### src/rtl/cubic_stream_source.sv
// rtl/cubic_stream_source.sv - FIFO-backed AXI-Stream frame source for the horner cubic pipeline
// Host pushes words into a FIFO; on start, exactly frame_len beats are streamed with TLAST on the last.
module cubic_stream_source #(
   parameter int DATA_W = 64,
   parameter int DEPTH  = 16,
   parameter int LEN_W  = 16
) (
   input  logic                       clk,
   input  logic                       rst,
   input  logic                       wr_en,
   input  logic [DATA_W-1:0]          wr_data,
   output logic                       wr_full,
   output logic                       wr_overflow,
   output logic [$clog2(DEPTH):0]     fifo_level,
   input  logic                       start,
   input  logic [LEN_W-1:0]           frame_len,
   output logic                       busy,
   output logic                       done,
   output logic                       m_tvalid,
   input  logic                       m_tready,
   output logic [DATA_W-1:0]          m_tdata,
   output logic                       m_tlast
);

   localparam int AW = $clog2(DEPTH);
   localparam logic [LEN_W-1:0] ONE = 1;

   typedef enum logic [1:0] {S_IDLE, S_RUN, S_DONE} state_t;

   state_t              r_state, w_state_nxt;
   logic [DATA_W-1:0]   r_mem [DEPTH];
   logic [AW-1:0]       r_wr_ptr, r_rd_ptr;
   logic [AW:0]         r_count;
   logic                r_overflow;
   logic [LEN_W-1:0]    r_len, r_loaded, r_beat_cnt;
   logic                r_tvalid, r_tlast;
   logic [DATA_W-1:0]   r_tdata;

   logic w_full, w_empty, w_push, w_pop, w_hs, w_start_ok, w_last_hs;

   assign w_full     = (r_count == (AW+1)'(DEPTH));
   assign w_empty    = (r_count == '0);
   assign w_push     = wr_en && !w_full;
   assign w_hs       = r_tvalid && m_tready;
   // Refill the output register when it is empty or being drained this cycle.
   assign w_pop      = (r_state == S_RUN) && !w_empty && (r_loaded < r_len) && (!r_tvalid || w_hs);
   assign w_start_ok = (r_state == S_IDLE) && start && (frame_len != '0);
   assign w_last_hs  = w_hs && (r_beat_cnt == r_len - ONE);

   always_comb begin
      w_state_nxt = r_state;
      case (r_state)
         S_IDLE:  if (w_start_ok) w_state_nxt = S_RUN;
         S_RUN:   if (w_last_hs)  w_state_nxt = S_DONE;
         S_DONE:  w_state_nxt = S_IDLE;
         default: w_state_nxt = S_IDLE;
      endcase
   end

   always_ff @(posedge clk) begin
      if (rst) r_state <= S_IDLE;
      else     r_state <= w_state_nxt;
   end

   always_ff @(posedge clk) begin
      if (w_push) r_mem[r_wr_ptr] <= wr_data;
   end

   always_ff @(posedge clk) begin
      if (rst) begin
         r_wr_ptr   <= '0;
         r_rd_ptr   <= '0;
         r_count    <= '0;
         r_overflow <= 1'b0;
      end else begin
         if (w_push) r_wr_ptr <= r_wr_ptr + 1'b1;
         if (w_pop)  r_rd_ptr <= r_rd_ptr + 1'b1;
         if (w_push && !w_pop)      r_count <= r_count + 1'b1;
         else if (!w_push && w_pop) r_count <= r_count - 1'b1;
         if (wr_en && w_full) r_overflow <= 1'b1;
      end
   end

   always_ff @(posedge clk) begin
      if (rst) begin
         r_len      <= '0;
         r_loaded   <= '0;
         r_beat_cnt <= '0;
         r_tvalid   <= 1'b0;
         r_tlast    <= 1'b0;
         r_tdata    <= '0;
      end else begin
         if (w_start_ok) begin
            r_len      <= frame_len;
            r_loaded   <= '0;
            r_beat_cnt <= '0;
         end else begin
            if (w_pop) r_loaded   <= r_loaded + ONE;
            if (w_hs)  r_beat_cnt <= r_beat_cnt + ONE;
         end
         if (w_pop) begin
            r_tvalid <= 1'b1;
            r_tdata  <= r_mem[r_rd_ptr];
            r_tlast  <= (r_loaded == r_len - ONE);
         end else if (w_hs) begin
            r_tvalid <= 1'b0;
            r_tdata  <= '0;
            r_tlast  <= 1'b0;
         end
      end
   end

   assign wr_full     = w_full;
   assign wr_overflow = r_overflow;
   assign fifo_level  = r_count;
   assign busy        = (r_state == S_RUN);
   assign done        = (r_state == S_DONE);
   assign m_tvalid    = r_tvalid;
   assign m_tdata     = r_tdata;
   assign m_tlast     = r_tlast;

endmodule

### config.mk
export PLATFORM = sky130hd
export DESIGN_NAME = cubic_stream_source
export DESIGN_NICKNAME = d
export VERILOG_FILES = /design/src/rtl/cubic_stream_source.sv
export SDC_FILE = /design/constraint.sdc
export NUM_CORES = 1
export LEC_CHECK = 0
export CORE_MARGIN = 3
export CORE_UTILIZATION = 40
export DETAILED_ROUTE_END_ITERATION = 8
export PLACE_DENSITY_LB_ADDON = 0.08
export RECOVER_POWER = 25
export SETUP_SLACK_MARGIN = 0.2
export SLEW_MARGIN = 25
export SYNTH_ARGS = -nofsm -noshare
export SYNTH_HDL_FRONTEND = slang
export SYNTH_SLANG_ARGS = --single-unit
### constraint.sdc
create_clock -name clk -period 7.9 [get_ports clk]
set_input_delay 0.79 -clock clk [delete_from_list [all_inputs] [get_ports clk]]
set_output_delay 0.79 -clock clk [all_outputs]
set_load 0.01 [all_outputs]
==> impl_metrics.json <==
{
  "routed_wl_um": 112000,
  "cts-resized-gates": 0,
  "cts-root-buf": "clkbuf_16",
  "startpoint_type": "register",
  "rsz0062_at_grt": "false",
  "via_count": 22202,
  "fin_crit_sh_pct": 65.0,
  "finalSetupTns_ns": 0,
  "hp-class": "reg2reg",
  "p_leak_nw": 16.1,
  "grt_pass1_vias": 23342,
  "timing_hold_violations_final": 0,
  "slew_violations": 0,
  "place_congestion": 0.776,
  "ir_drop_mv": 0.173,
  "worst_pin_slew_ns": 1.05,
  "drt_iter0_drc": 1805,
  "r2r_start": "r_len[11]",
  "ys_types": 60,
  "final.setup_skew_ns": 0.0517,
  "drive_gt1_share_pct": 23.0,
  "fin_hold_ws_ns": 0.466,
  "core-area_um2": 111000,
  "areaGrowthSynthToFinish_pct": 16.6,
  "end_kind": "register",
  "synthFlopType": "edfxtp_1",
  "ctsHoldBuffers": 0,
  "stdcell_area_um2": 52400,
  "die_area_um2": 116000,
  "synth-async-reset-ratio_pct": 0,
  "r2r_slack_ns": 2.76,
  "grt_overflow_total": 0,
  "cap_violations": 0,
  "cp_max_fo": 29,
  "synth_seq_cells": 1158,
  "drt-pass1-iter-count": 8,
  "arrival_ns": 5.77,
  "cts_setup_buffers": 0,
  "clock_latency_ns": 0.72,
  "ios": 160,
  "min_period_ns": 5.14,
  "post_drt_wl_per_cell_um": 27.9,
  "clock-sinks": 1158,
  "cts_buffers": 121,
  "antenna_found_initial": 16,
  "groute.usage.overall_pct": 19.4,
  "ff2ff_path_depth": 17,
  "status": "finished, final reports clean",
  "syn_nets": 2342,
  "avgSynthCellArea_um2": 20.2,
  "p_per_area_nw_per_um2": 278,
  "syn-cell-area_um2": 45000,
  "syn_inst": 2228,
  "synth_edf_count": 1024,
  "r2r-end": "fifo_level[4]",
  "drcViolationCount": 0,
  "grt_max_degree": 114,
  "finalPower_mw": 14.6,
  "dp_hpwl_um": 57500,
  "start_util_pct": 40.4,
  "placed_cell_area_um2": 48400,
  "grt_pass1_wl_um": 164000,
  "fp.dieW_um": 341,
  "ys_seq_area_share_pct": 74.4,
  "final_util_pct": 47.2,
  "hold_depth": 2,
  "critPathKind": "reg2reg",
  "setup_viol": 0,
  "port_buffers": 159,
  "clock.fmax_mhz": 195,
  "yosysWarningCount": 0,
  "fin_nets": 2546,
  "cts_tree": "yes",
  "num_rows": 122,
  "relSlewSlack_pct": 30.0,
  "die_y_um": 341,
  "required_ns": 8.54,
  "clk_pin_slew_ns": 0.06,
  "min-delay-start": "m_tdata[12]",
  "antenna_left": 0,
  "hold_end": "m_tdata[12]",
  "htree_levels": 3,
  "viasPerCell": 5.51,
  "startpoint": "r_len[11]",
  "clockBufferDepth": 3
}
==> power breakdown <==
group          internal [mW]  total, mW  switching [mW]
Combinational          0.959       1.99            1.03
Clock                   3.20       5.55            2.36
Sequential              6.89       7.03           0.131
==> synthesized netlist by cell type (all sizes together), types with 2 or more instances <==
cell / number / area [um^2]
nand2: 95 / 357
nor4: 9 / 71.3
inv: 25 / 93.8
dfxtp: 134 / 2680
mux4: 320 / 7210
nand4: 18 / 128
a22oi: 2 / 15.0
a21oi: 85 / 425
nand3: 86 / 430
xnor2: 40 / 358
or3: 2 / 12.5
xor2: 33 / 289
nor2b: 5 / 31.3
nor4b: 2 / 17.5
nor2: 89 / 337
nor3b: 3 / 33.8
and3: 8 / 52.6
and2: 4 / 25.0
ha: 28 / 350
o21ai: 15 / 75.1
nor3: 21 / 133
a211oi: 2 / 15.0
a311oi: 3 / 26.3
clkbuf: 86 / 333
a21o: 3 / 22.5
mux2: 2 / 26.3
mux2i: 19 / 190
edfxtp: 1024 / 30700
a31oi: 3 / 18.8
nand2b: 5 / 31.3
buf: 40 / 239
a2111oi: 2 / 23.8
o21a: 3 / 22.5
==> worst max path at each step <==
| stage | slack (ns) | to |
|---|---|---|
| after floorplan | 1.63 | r_mem[3][0] |
| after global placement | 2.78 | fifo_level[4] |
| after detailed placement | 2.70 | fifo_level[4] |
| after CTS | 2.69 | fifo_level[4] |
| after global routing | 2.34 | fifo_level[4] |
| final | 2.76 | fifo_level[4] |
==> layer usage <==
| layer | vias to the layer above | track usage (%) | part of all wire, % |
|---|---|---|---|
| met4 | 6 | 4.61 | 1.8 |
| li1 | 9513 | - | - |
| met1 | 11922 | 26.4 | 43 |
| met2 | 588 | 32.7 | 50 |
| met5 | - | 0 | 0.040 |
| met3 | 173 | 3.20 | 4.8 |
==> cell type report <==
type                       count  area (um^2)
timing repair buffer         207         2100
multi-input combinational    919        11000
clock inverter                56          512
antenna                        2         5.00
sequential                  1158        33400
clock buffer                 174         3420
fill                        9338        58700
inverter                      25         95.1
tap                         1488         1860
==> cell usage in the layout, fill, tap and decap left out, types with 3 or more instances in the layout <==
cell	count
nor2_4	13
clkinv_2	22
a21o_1	3
ha_1	28
o21a_1	3
clkbuf_8	17
bufinv_16	6
mux2i_1	19
nand2b_1	5
edfxtp_1	1024
xor2_1	33
nand2_1	94
clkbuf_16	122
nor3_2	5
buf_16	3
dlygate4sd3_1	42
a21oi_1	85
clkdlybuf4s50_1	116
nor4_1	8
mux4_2	320
and3_1	6
clkinvlp_4	6
nor2b_1	5
clkinv_1	17
dfxtp_1	130
buf_4	38
a311oi_1	3
nand3_1	86
a31oi_1	3
buf_12	7
xnor2_1	39
inv_1	24
dfxtp_4	4
nand4_1	17
nor3_1	14
o21ai_0	15
clkinv_8	3
and2_1	4
nor2_1	76
clkbuf_1	35
==> state kept, by name, indices dropped and copies added, names as in the netlist, named ones only <==
| signal | cells |
|---|---|
| r_wr_ptr | 4 |
| fifo_level | 5 |
| m_tlast | 1 |
| r_mem | 1024 |
| m_tdata | 64 |
| r_rd_ptr | 4 |
| wr_overflow | 1 |
| r_state | 2 |
| r_len | 16 |
| r_beat_cnt | 16 |
| r_loaded | 16 |
| m_tvalid | 1 |
==> worst max-delay path, stage by stage, from the launching register on <==
cell and delay (ns):
dfxtp_1 0.49, inv_1 0.08, ha_1 0.31, a21oi_1 0.14
o21ai_0 0.13, a2111oi_2 0.51, nand3_1 0.31, nor2_4 0.14
buf_4 0.46, clkinv_2 0.66, ha_1 0.46, inv_1 0.14
ha_1 0.29, a21o_1 0.19, a21oi_1 0.17, xnor2_1 0.09
or3_1 0.31, a21oi_1 0.15
==> stage by stage <==
| step | setup WS (ns) | std cells |
|---|---|---|
| after floorplan | 1.63 | 2228 |
| after global placement | 2.78 | 3794 |
| after detailed placement | 2.70 | 3796 |
| after CTS | 2.69 | 4026 |
| after global routing | 2.34 | 4027 |
| final | 2.76 | 4029 |
==> cell families after synthesis <==
| kind of cell | after synthesis | share of synthesized area (%) |
|---|---|---|
| and+or+nand+nor | 350 | 3.75 |
| muxes | 341 | 16.5 |
| DFF | 1158 | 74.4 |
| AOI/OAI and AO/OA | 125 | 1.57 |
| adders and majority gates | 29 | 0.824 |
| buffers and inverters | 151 | 1.48 |
| xor gates and xnor gates | 74 | 1.49 |
Note: power is estimated with default switching activity, not from simulation.
